[config.mk]
export PLATFORM = sky130hd
export DESIGN_NAME = exec_sequencer
export DESIGN_NICKNAME = d
export VERILOG_FILES = /design/src/rtl/exec_sequencer.sv
export SDC_FILE = /design/constraint.sdc
export NUM_CORES = 1
export LEC_CHECK = 0
export ABC_AREA = 1
export ABC_CLOCK_PERIOD_IN_PS = 2690
export BUFFER_PORTS_ARGS = -buffer_cell sky130_fd_sc_hd__buf_2
export CAP_MARGIN = 0
export CORE_UTILIZATION = 35
export DETAILED_ROUTE_END_ITERATION = 10
export GPL_TIMING_DRIVEN = 0
export SETUP_SLACK_MARGIN = 0.02
export SYNTH_ARGS = -nofsm -noshare
export SYNTH_HDL_FRONTEND = slang
export SYNTH_SLANG_ARGS = --single-unit
[constraint.sdc]
create_clock -name CLK -period 2.69 [get_ports CLK]
set_clock_uncertainty 0.05 [all_clocks]
set_input_delay 0.269 -clock CLK [delete_from_list [all_inputs] [get_ports CLK]]
set_output_delay 0.269 -clock CLK [all_outputs]
set_load 0.01 [all_outputs]
[src/rtl/exec_sequencer.sv]
// exec_sequencer
//
// Run controller between the instruction decoder and the accumulator
// datapath. It owns the start/done handshake with the harness and PC
// initialisation. It gates the decoder's write and memory enables so that
// every instruction commits exactly once. It freezes the PC while a
// data-memory access of fixed latency MEM_LAT is in flight. It also keeps
// saturating cycle and retired-instruction counters.
//
// Parameters
//   MEM_LAT  data-memory latency in cycles (0..15); 0 makes memory ops
//            single-cycle
//   CNT_W    width of cycle_count / instr_count
//
// Ports
//   CLK, Reset                 clock, asynchronous active-low reset
//   start                      level holds INIT; falling edge starts the run
//   dec_*                      raw decoder outputs for the current instruction
//   pc_init                    load PC with 0 (Moore, INIT)
//   pc_en                      advance PC (Mealy, retiring cycle only)
//   reg_we, acc_we             qualified write enables (Mealy)
//   mem_re, mem_we             qualified data-memory strobes (Mealy)
//   of_clr                     qualified overflow clear (Mealy)
//   stall                      access in progress, PC frozen
//   done                       program halted (Moore, DONE)
//   cycle_count                RUN/MEMWAIT cycles, saturating
//   instr_count                retired instructions incl. halt, saturating
module exec_sequencer #(
    parameter int MEM_LAT = 2,
    parameter int CNT_W   = 16
) (
    input  logic             CLK,
    input  logic             Reset,
    input  logic             start,
    input  logic             dec_RegWrite,
    input  logic             dec_AccWrite,
    input  logic             dec_ReadMem,
    input  logic             dec_WriteMem,
    input  logic             dec_Halt,
    input  logic             dec_Branch,
    input  logic             dec_of0,
    output logic             pc_init,
    output logic             pc_en,
    output logic             reg_we,
    output logic             acc_we,
    output logic             mem_re,
    output logic             mem_we,
    output logic             of_clr,
    output logic             stall,
    output logic             done,
    output logic [CNT_W-1:0] cycle_count,
    output logic [CNT_W-1:0] instr_count
);

    localparam logic [2:0] IDLE    = 3'd0;
    localparam logic [2:0] INIT    = 3'd1;
    localparam logic [2:0] RUN     = 3'd2;
    localparam logic [2:0] MEMWAIT = 3'd3;
    localparam logic [2:0] DONE    = 3'd4;

    localparam logic [3:0]       LAT     = 4'(MEM_LAT);
    localparam logic [CNT_W-1:0] CNT_MAX = {CNT_W{1'b1}};
    localparam logic [CNT_W-1:0] CNT_ONE = {{(CNT_W-1){1'b0}}, 1'b1};

    logic [2:0]       stateReg, stateNext;
    logic [3:0]       waitCntReg, waitCntNext;
    logic [CNT_W-1:0] cycleCountReg, instrCountReg;
    logic             retire;
    logic             memOp;
    logic             unusedBranch;

    assign memOp = dec_ReadMem | dec_WriteMem;

    // Branch target selection lives in the PC; this block only decides
    // when pc_en fires, so the branch flag needs no qualification here.
    assign unusedBranch = dec_Branch;

    always_comb begin
        stateNext   = stateReg;
        waitCntNext = waitCntReg;
        retire      = 1'b0;
        pc_init     = 1'b0;
        pc_en       = 1'b0;
        reg_we      = 1'b0;
        acc_we      = 1'b0;
        mem_re      = 1'b0;
        mem_we      = 1'b0;
        of_clr      = 1'b0;
        stall       = 1'b0;
        done        = 1'b0;

        case (stateReg)
            IDLE: begin
                if (start) stateNext = INIT;
            end

            INIT: begin
                pc_init = 1'b1;
                if (!start) stateNext = RUN;
            end

            RUN: begin
                if (start) begin
                    // Abort: nothing commits this cycle.
                    stateNext = INIT;
                end else if (dec_Halt) begin
                    retire    = 1'b1;
                    stateNext = DONE;
                end else if (memOp && (LAT != 4'd0)) begin
                    // Issue the access; the store strobe fires only here.
                    mem_re      = dec_ReadMem;
                    mem_we      = dec_WriteMem;
                    stall       = 1'b1;
                    waitCntNext = 4'd1;
                    stateNext   = MEMWAIT;
                end else begin
                    reg_we = dec_RegWrite;
                    acc_we = dec_AccWrite;
                    mem_re = dec_ReadMem;
                    mem_we = dec_WriteMem;
                    of_clr = dec_of0;
                    pc_en  = 1'b1;
                    retire = 1'b1;
                end
            end

            MEMWAIT: begin
                // Stall depends on the wait count only, so it stays a
                // state output even on an abort cycle.
                stall = (waitCntReg != LAT);
                if (start) begin
                    waitCntNext = 4'd0;
                    stateNext   = INIT;
                end else if (waitCntReg != LAT) begin
                    mem_re      = dec_ReadMem;
                    waitCntNext = waitCntReg + 4'd1;
                end else begin
                    // Data is back: commit the load result and release the PC.
                    mem_re      = dec_ReadMem;
                    acc_we      = dec_AccWrite;
                    pc_en       = 1'b1;
                    retire      = 1'b1;
                    waitCntNext = 4'd0;
                    stateNext   = RUN;
                end
            end

            DONE: begin
                done = 1'b1;
                if (start) stateNext = INIT;
            end

            default: begin
                stateNext   = IDLE;
                waitCntNext = 4'd0;
            end
        endcase
    end

    always_ff @(posedge CLK or negedge Reset) begin
        if (!Reset) begin
            stateReg      <= IDLE;
            waitCntReg    <= 4'd0;
            cycleCountReg <= '0;
            instrCountReg <= '0;
        end else begin
            stateReg   <= stateNext;
            waitCntReg <= waitCntNext;
            if (stateReg == INIT) begin
                cycleCountReg <= '0;
                instrCountReg <= '0;
            end else begin
                if (((stateReg == RUN) || (stateReg == MEMWAIT)) &&
                    (cycleCountReg != CNT_MAX)) begin
                    cycleCountReg <= cycleCountReg + CNT_ONE;
                end
                if (retire && (instrCountReg != CNT_MAX)) begin
                    instrCountReg <= instrCountReg + CNT_ONE;
                end
            end
        end
    end

    assign cycle_count = cycleCountReg;
    assign instr_count = instrCountReg;

endmodule

After elaboration in Yosys (flattened, before gate mapping)
Cells that the tools add are included.
- register bits after elaboration: 39
- bits in latches: 0
- memory bits (writable): 0
- memory bits (read-only): 0
- input bits: 10
- logic and storage cells: 87
- memories kept: 0
- add/sub/neg operators: 3
- $mul: 0
- divide/modulo/power cells: 0
- magnitude comparators: 0
- eq/ne operators: 14
- shifts and indexed selects: 0
- muxes and demuxes: 54
- bitwise logic cells: 2
- reduce and logical (&&, ||, !) cells: 10
- operators by type and width (operator ; number):
    16-bit 2-to-1 mux ; 4
    16-bit by 1-bit adder with 16-bit output, second input constant ; 2
    16-bit != test, second input constant ; 2
    1-bit 2-to-1 mux ; 31
    3-bit 2-to-1 mux ; 7
    4-bit 2-to-1 mux ; 5
    3-bit one-hot mux with 4 select lines ; 1
    4-bit one-hot mux with 3 select lines ; 1
    1-bit one-hot mux with 2 select lines ; 5
    2-bit != test, second input constant ; 4
    4-bit AND reduction ; 2
    3-bit by 2-bit equality test with 1-bit output, second input constant ; 2
    4-bit by 1-bit adder with 4-bit output, second input constant ; 1
    4-bit by 2-bit != test with 1-bit output, second input constant ; 1
    4-bit != test, second input constant ; 1
    2-bit nonzero test ; 2
    3-bit by 1-bit equality test with 1-bit output, second input constant ; 1
    3-bit equality test, second input constant ; 1
    3-bit logical NOT ; 1
    3-bit != test, second input constant ; 1
    3-bit OR reduction ; 1
    1-bit logical AND ; 2
    2-bit by 1-bit != test with 1-bit output, second input constant ; 1
    2-bit OR reduction ; 1
    other kinds (3) ; 3

Logic depth before layout (Yosys ltp)
- word-level depth: 8
- depth in mapped cells: 11
- gate-level depth less buffers: 10

Worst setup path after synthesis
Ideal clock, no wire load.
- path kind: register -> register
- from: register cycleCountReg[0], in the netlist cycle_count[0]
- to: register cycleCountReg[2], in the netlist cycle_count[2]
- library setup time: 0.119 ns
- data arrival time: 1.440 ns
- data required time: 2.521 ns
- setup slack: 1.082 ns
- stages on the path, launching flop included: 11
- buffers on the path: 1
- clock period less this slack: 1.608 ns
- cell sequence: dfrtp_1 > ha_1 > nand3_1 > inv_2 > nand2_1 > nor2_2 > nor2_4 > nor2_8 > buf_6 > nand2_1 > nand2_1
- longest elaborated chain between the ends: 3
- elaborated cells between the ends (all ways): 6
- RTL lines (item ; line ; RTL):
    from (decl) ; 67 ; logic [CNT_W-1:0] cycleCountReg, instrCountReg;
    from (signal assigned) ; 175 ; cycleCountReg <= cycleCountReg + CNT_ONE;
    16-bit by 1-bit adder with 16-bit output or 16-bit != test (tied branches) ; 175, 174 ;
    16-bit 2-to-1 mux or 1-bit logical AND (tied branches) ; 173 ; if (((stateReg == RUN) || (stateReg == MEMWAIT)) &&
    16-bit 2-to-1 mux or 2-bit nonzero test (tied branches) ; n/a ;
Several ways; a longest one is shown, not always the timed one. The select of a mux whose other input is x is not followed.
A chain may end at the register's enable or synchronous reset.

Final worst setup path
- from: register stateReg[0]
- to: output port mem_re
- longest elaborated chain between the ends: 2
- elaborated cells between the ends (all ways): 3
- RTL lines (item ; line ; RTL):
    from (decl) ; 65 ; logic [2:0] stateReg, stateNext;
    from (signal assigned) ; 167 ; stateReg <= stateNext;
    3-bit by 2-bit equality test with 1-bit output ; 92 ; case (stateReg)
    1-bit one-hot mux with 2 select lines * ; 92 ;
    to (decl) ; 46 ; output logic mem_re,
Mark *: on every way between the ends. The rest lies on a longest branch, timed or not.

==> summary.txt <==
FINISH
----------------------------------------------------------------------------------------------------
Count of fill cells added during filler insertion                                                768
Reg area                                                                                     976 um2
Area of the multi-input gates                                                            0.00143 mm2
P&R area growth vs syn                                                                         17.2%
Layout Utilization                                                                             42.5%
Share of post-route cells with drive strength above 1                                          21.6%
Commonest non-fill, non-tap cell in the layout                                          sky130_fd_sc_hd__nand2_1
NumNets Final                                                                                    435
Most frequent cells in the layout                                                       sky130_fd_sc_hd__nand2_1 (120), sky130_fd_sc_hd__buf_2 (49), sky130_fd_sc_hd__nand3_1 (41)
N_diodes                                                                                           0
Fin area                                                                                 0.00306 mm2

POWER AND IR DROP
----------------------------------------------------------------------------------------------------
Net Sw Power                                                                              0.000790 W
Net switching share of the total power                                                         42.7%
Logic pwr share                                                                                40.9%
Leakage power figure                                                                         1.63 nW
Power consumption                                                                          0.00185 W
Maximum vdd drop                                                                              250 uV
Cell internal pwr                                                                          0.00106 W
Clk network pwr share                                                                          21.0%
Power per cell area                                                                       604 mW/mm2
Proportion of power drawn by flip-flops and latches                                            38.1%

FLOW RUN
----------------------------------------------------------------------------------------------------
Reported max-cap violation count                                                                   0

CLOCKING
----------------------------------------------------------------------------------------------------
Post-CTS Hold Buffers                                                                              0
Number of clock buffers inserted by TritonCTS                                                      5
CTS H-Tree Depth                                                                                   2
Clock-pin slew reported for the worst setup and hold paths after clock tree synthesis        0.08 ns
Clock buffer depth                                                                                 2
CTS Root Cell                                                                           sky130_fd_sc_hd__clkbuf_8
TritonCTS clock tree                                                                            done
Post CTS Setup Buffer Count                                                                        0
Number of instances resized during post-cts repair                                                 0
Later-pin clock latency in the skew report                                                   0.29 ns
CTS sink count                                                                                    39

SYNTH
----------------------------------------------------------------------------------------------------
Sequential share of the synthesized area                                                       37.4%
Post-synth cell types                                                                             32
Number of nets produced by synthesis                                                             379
Flip-flop and latch count after synthesis                                                         39
Mean post-synth cell area                                                                   7.16 um2
Area leader, netlist                                                                    sky130_fd_sc_hd__dfrtp_1
Top area cells in the synthesized netlist                                               sky130_fd_sc_hd__dfrtp_1 (37%), sky130_fd_sc_hd__nand2_1 (17%), sky130_fd_sc_hd__nand3_1 (7.9%)
Cell area after technology mapping                                                       0.00261 mm2
Area fraction of the dominant cell type after synthesis                                        37.4%
Gate count after technology mapping                                                              365
Synthesis Warnings                                                                                 0

DRT
----------------------------------------------------------------------------------------------------
Mean number of vias per cell                                                                    4.72
Total length of routed met2 wires                                                            2790 um
Total via count after detailed routing                                                         2,461
Post-Route M1 WL                                                                             2980 um
Top layer reached by signal wires                                                               met4
Number of remaining DRC errors                                                                     0
Detailed Routing Iterations Pass 1                                                                 4
WL per Instance                                                                              11.8 um
Met3 wirelength from detailed routing                                                         244 um
Number of antenna-violating nets in the routed design                                              0
Final wirelength                                                                             6120 um
Initial drt markers                                                                               59

FLOORPLANNING
----------------------------------------------------------------------------------------------------
Die Footprint                                                                            0.00781 mm2
Number of top-level pins                                                                          51
Std-Cell Core Area                                                                       0.00721 mm2
Height of the die                                                                            88.4 um
Initial Util                                                                                   36.2%
Die width                                                                                    88.4 um
Standard-cell rows                                                                                31

STA
----------------------------------------------------------------------------------------------------
Worst Tran Pin Value                                                                        0.899 ns
Max Clock Freq                                                                             0.504 GHz
Number of pins exceeding their max-slew limit in the final report                                  0
RSZ-0062 raised after global routing                                                              no
Post-route minimum period                                                                    1.98 ns
Final setup violation count                                                                        0
Worst slew margin relative to its limit                                                        40.1%
Worst hold-check slack                                                                     0.0504 ns
Final hold vios                                                                                    0
Setup Total Neg Slack                                                                           0 ns
Final worst path period share                                                                  73.8%

SETUP PATH
----------------------------------------------------------------------------------------------------
Capturing element type of the critical path                                              output port
Arrival time of the worst setup path                                                         1.67 ns
Slowest cell on crit path                                                               sky130_fd_sc_hd__dfrtp_1
Critical path, cell by cell                                                             inv_2 -> nor3_1 -> inv_1 -> a21boi_0 -> buf_2
Startpoint types                                                                           flip-flop
Slowest stage delay, CP                                                                      0.48 ns
Max FO, Critical Path                                                                              5
Crit Path Category                                                                        reg -> out
Required time reported for the critical path endpoint                                        2.37 ns

GLOBAL ROUTE
----------------------------------------------------------------------------------------------------
Initial antenna violation count                                                                    0
Total overflow reported by the global router                                                       0
Overall global routing resource usage                                                          16.8%
First-pass GRT wire length                                                                 10,300 um
Maximum number of pins on one net before global-route repair                                      40
Number of global-route vias before repair                                                      2,219

PLACE
----------------------------------------------------------------------------------------------------
Placed cell areas                                                                        0.00298 mm2
Weighted congestion at the end of routability-driven global placement                          0.811
Half-perimeter wire length of the detailed placement result                                  4500 um
Input/output buffers                                                                              49

MIN PATH
----------------------------------------------------------------------------------------------------
Path category of the worst min-delay check                                               in -> async

STATUS
----------------------------------------------------------------------------------------------------
Run status                                                                              complete, no violations

metrics by stage:
stage	setup slack (ns)	cells
after detailed placement	0.894	513
after global placement	0.890	513
after floorplan	1.08	365
after CTS	0.689	521
after global routing	0.530	521
final	0.705	521
power by group through the flow:
stage	combinational (W)	sequential (W)	clock, W
after floorplan	0.000533	0.000716	0
after global placement	0.000757	0.000714	0
after detailed placement	0.000765	0.000715	0
after CTS	0.000766	0.000704	0.000406
after global routing	0.000840	0.000716	0.000433
final	0.000755	0.000705	0.000389
flip-flops by register name, indices dropped and copies added, names as in the netlist:
name         flops
waitCntReg       4
cycle_count     16
instr_count     16
stateReg         3
critical path, delay by kind of cell, from the launching register on:
family,cells,cell delay [ns]
and+or+nand+nor,1,0.34
DFF,1,0.48
AOI/OAI and AO/OA,1,0.19
buffers and inverters,3,0.37
cells in the mapped netlist:
cell type	n
sky130_fd_sc_hd__nor2_4	3
sky130_fd_sc_hd__a31oi_1	1
sky130_fd_sc_hd__ha_1	4
sky130_fd_sc_hd__nand2_2	12
sky130_fd_sc_hd__inv_6	1
sky130_fd_sc_hd__xnor2_1	4
sky130_fd_sc_hd__o22ai_1	2
sky130_fd_sc_hd__o211ai_1	1
sky130_fd_sc_hd__nor2_8	1
sky130_fd_sc_hd__buf_6	2
sky130_fd_sc_hd__nand2_4	2
sky130_fd_sc_hd__nor3_1	4
sky130_fd_sc_hd__nand3_2	1
sky130_fd_sc_hd__nor2_2	4
sky130_fd_sc_hd__inv_2	3
sky130_fd_sc_hd__buf_12	1
sky130_fd_sc_hd__buf_4	1
sky130_fd_sc_hd__nor2_1	36
sky130_fd_sc_hd__a21oi_1	1
sky130_fd_sc_hd__nand4_2	1
sky130_fd_sc_hd__inv_1	33
sky130_fd_sc_hd__clkbuf_1	3
sky130_fd_sc_hd__o21ai_0	7
sky130_fd_sc_hd__nand2_1	120
sky130_fd_sc_hd__nand3_1	41
sky130_fd_sc_hd__dfrtp_1	39
sky130_fd_sc_hd__xor2_1	8
sky130_fd_sc_hd__o21bai_1	4
sky130_fd_sc_hd__a21boi_0	3
sky130_fd_sc_hd__nand4_1	18
sky130_fd_sc_hd__o21ai_4	1
sky130_fd_sc_hd__or2_2	3
per-layer routing:
layer	global-route usage, %	vias up
li1	-	1284
met1	22.2	1113
met2	27.8	53
met3	3.08	11
met4	5.43	0
met5	0	-
cells by family (layout without fill, tap and decap cells):
| logic type | count (synthesis) | in the layout | share of synthesized area (%) |
|---|---|---|---|
| adders and majority gates | 4 | 4 | 1.92 |
| and+or+nand+nor | 246 | 246 | 43.7 |
| buffers and inverters | 44 | 101 | 7.85 |
| AOI/OAI and AO/OA | 20 | 20 | 5.17 |
| DFF | 39 | 39 | 37.4 |
| xor gates and xnor gates | 12 | 12 | 4.02 |
worst paths after layout:
check	from	endpoint	slack, ns	depth (start not counted)
max	stateReg[0]	mem_re	0.71	5
min in group CLK	dec_Halt	stateReg[2]	0.19	3
max in group asynchronous	Reset	instr_count[3]	1.97	1
min reg2reg	stateReg[2]	stateReg[2]	0.44	2
max reg2reg	cycle_count[0]	cycle_count[7]	0.87	9
min	Reset	instr_count[13]	0.05	1
area by class of cell:
| cell class | instances | share of cell area, % |
|---|---|---|
| Inverter | 37 | 4.70 |
| Tap cell | 99 | 4.04 |
| Sequential cell | 39 | 31.9 |
| Timing Repair Buffer | 49 | 8.01 |
| Buffer | 7 | 2.00 |
| Clock inverter | 1 | 0.163 |
| Multi-Input combinational cell | 282 | 46.7 |
| Clock buffer | 7 | 2.49 |
Note: power is estimated with default switching activity, not from simulation.
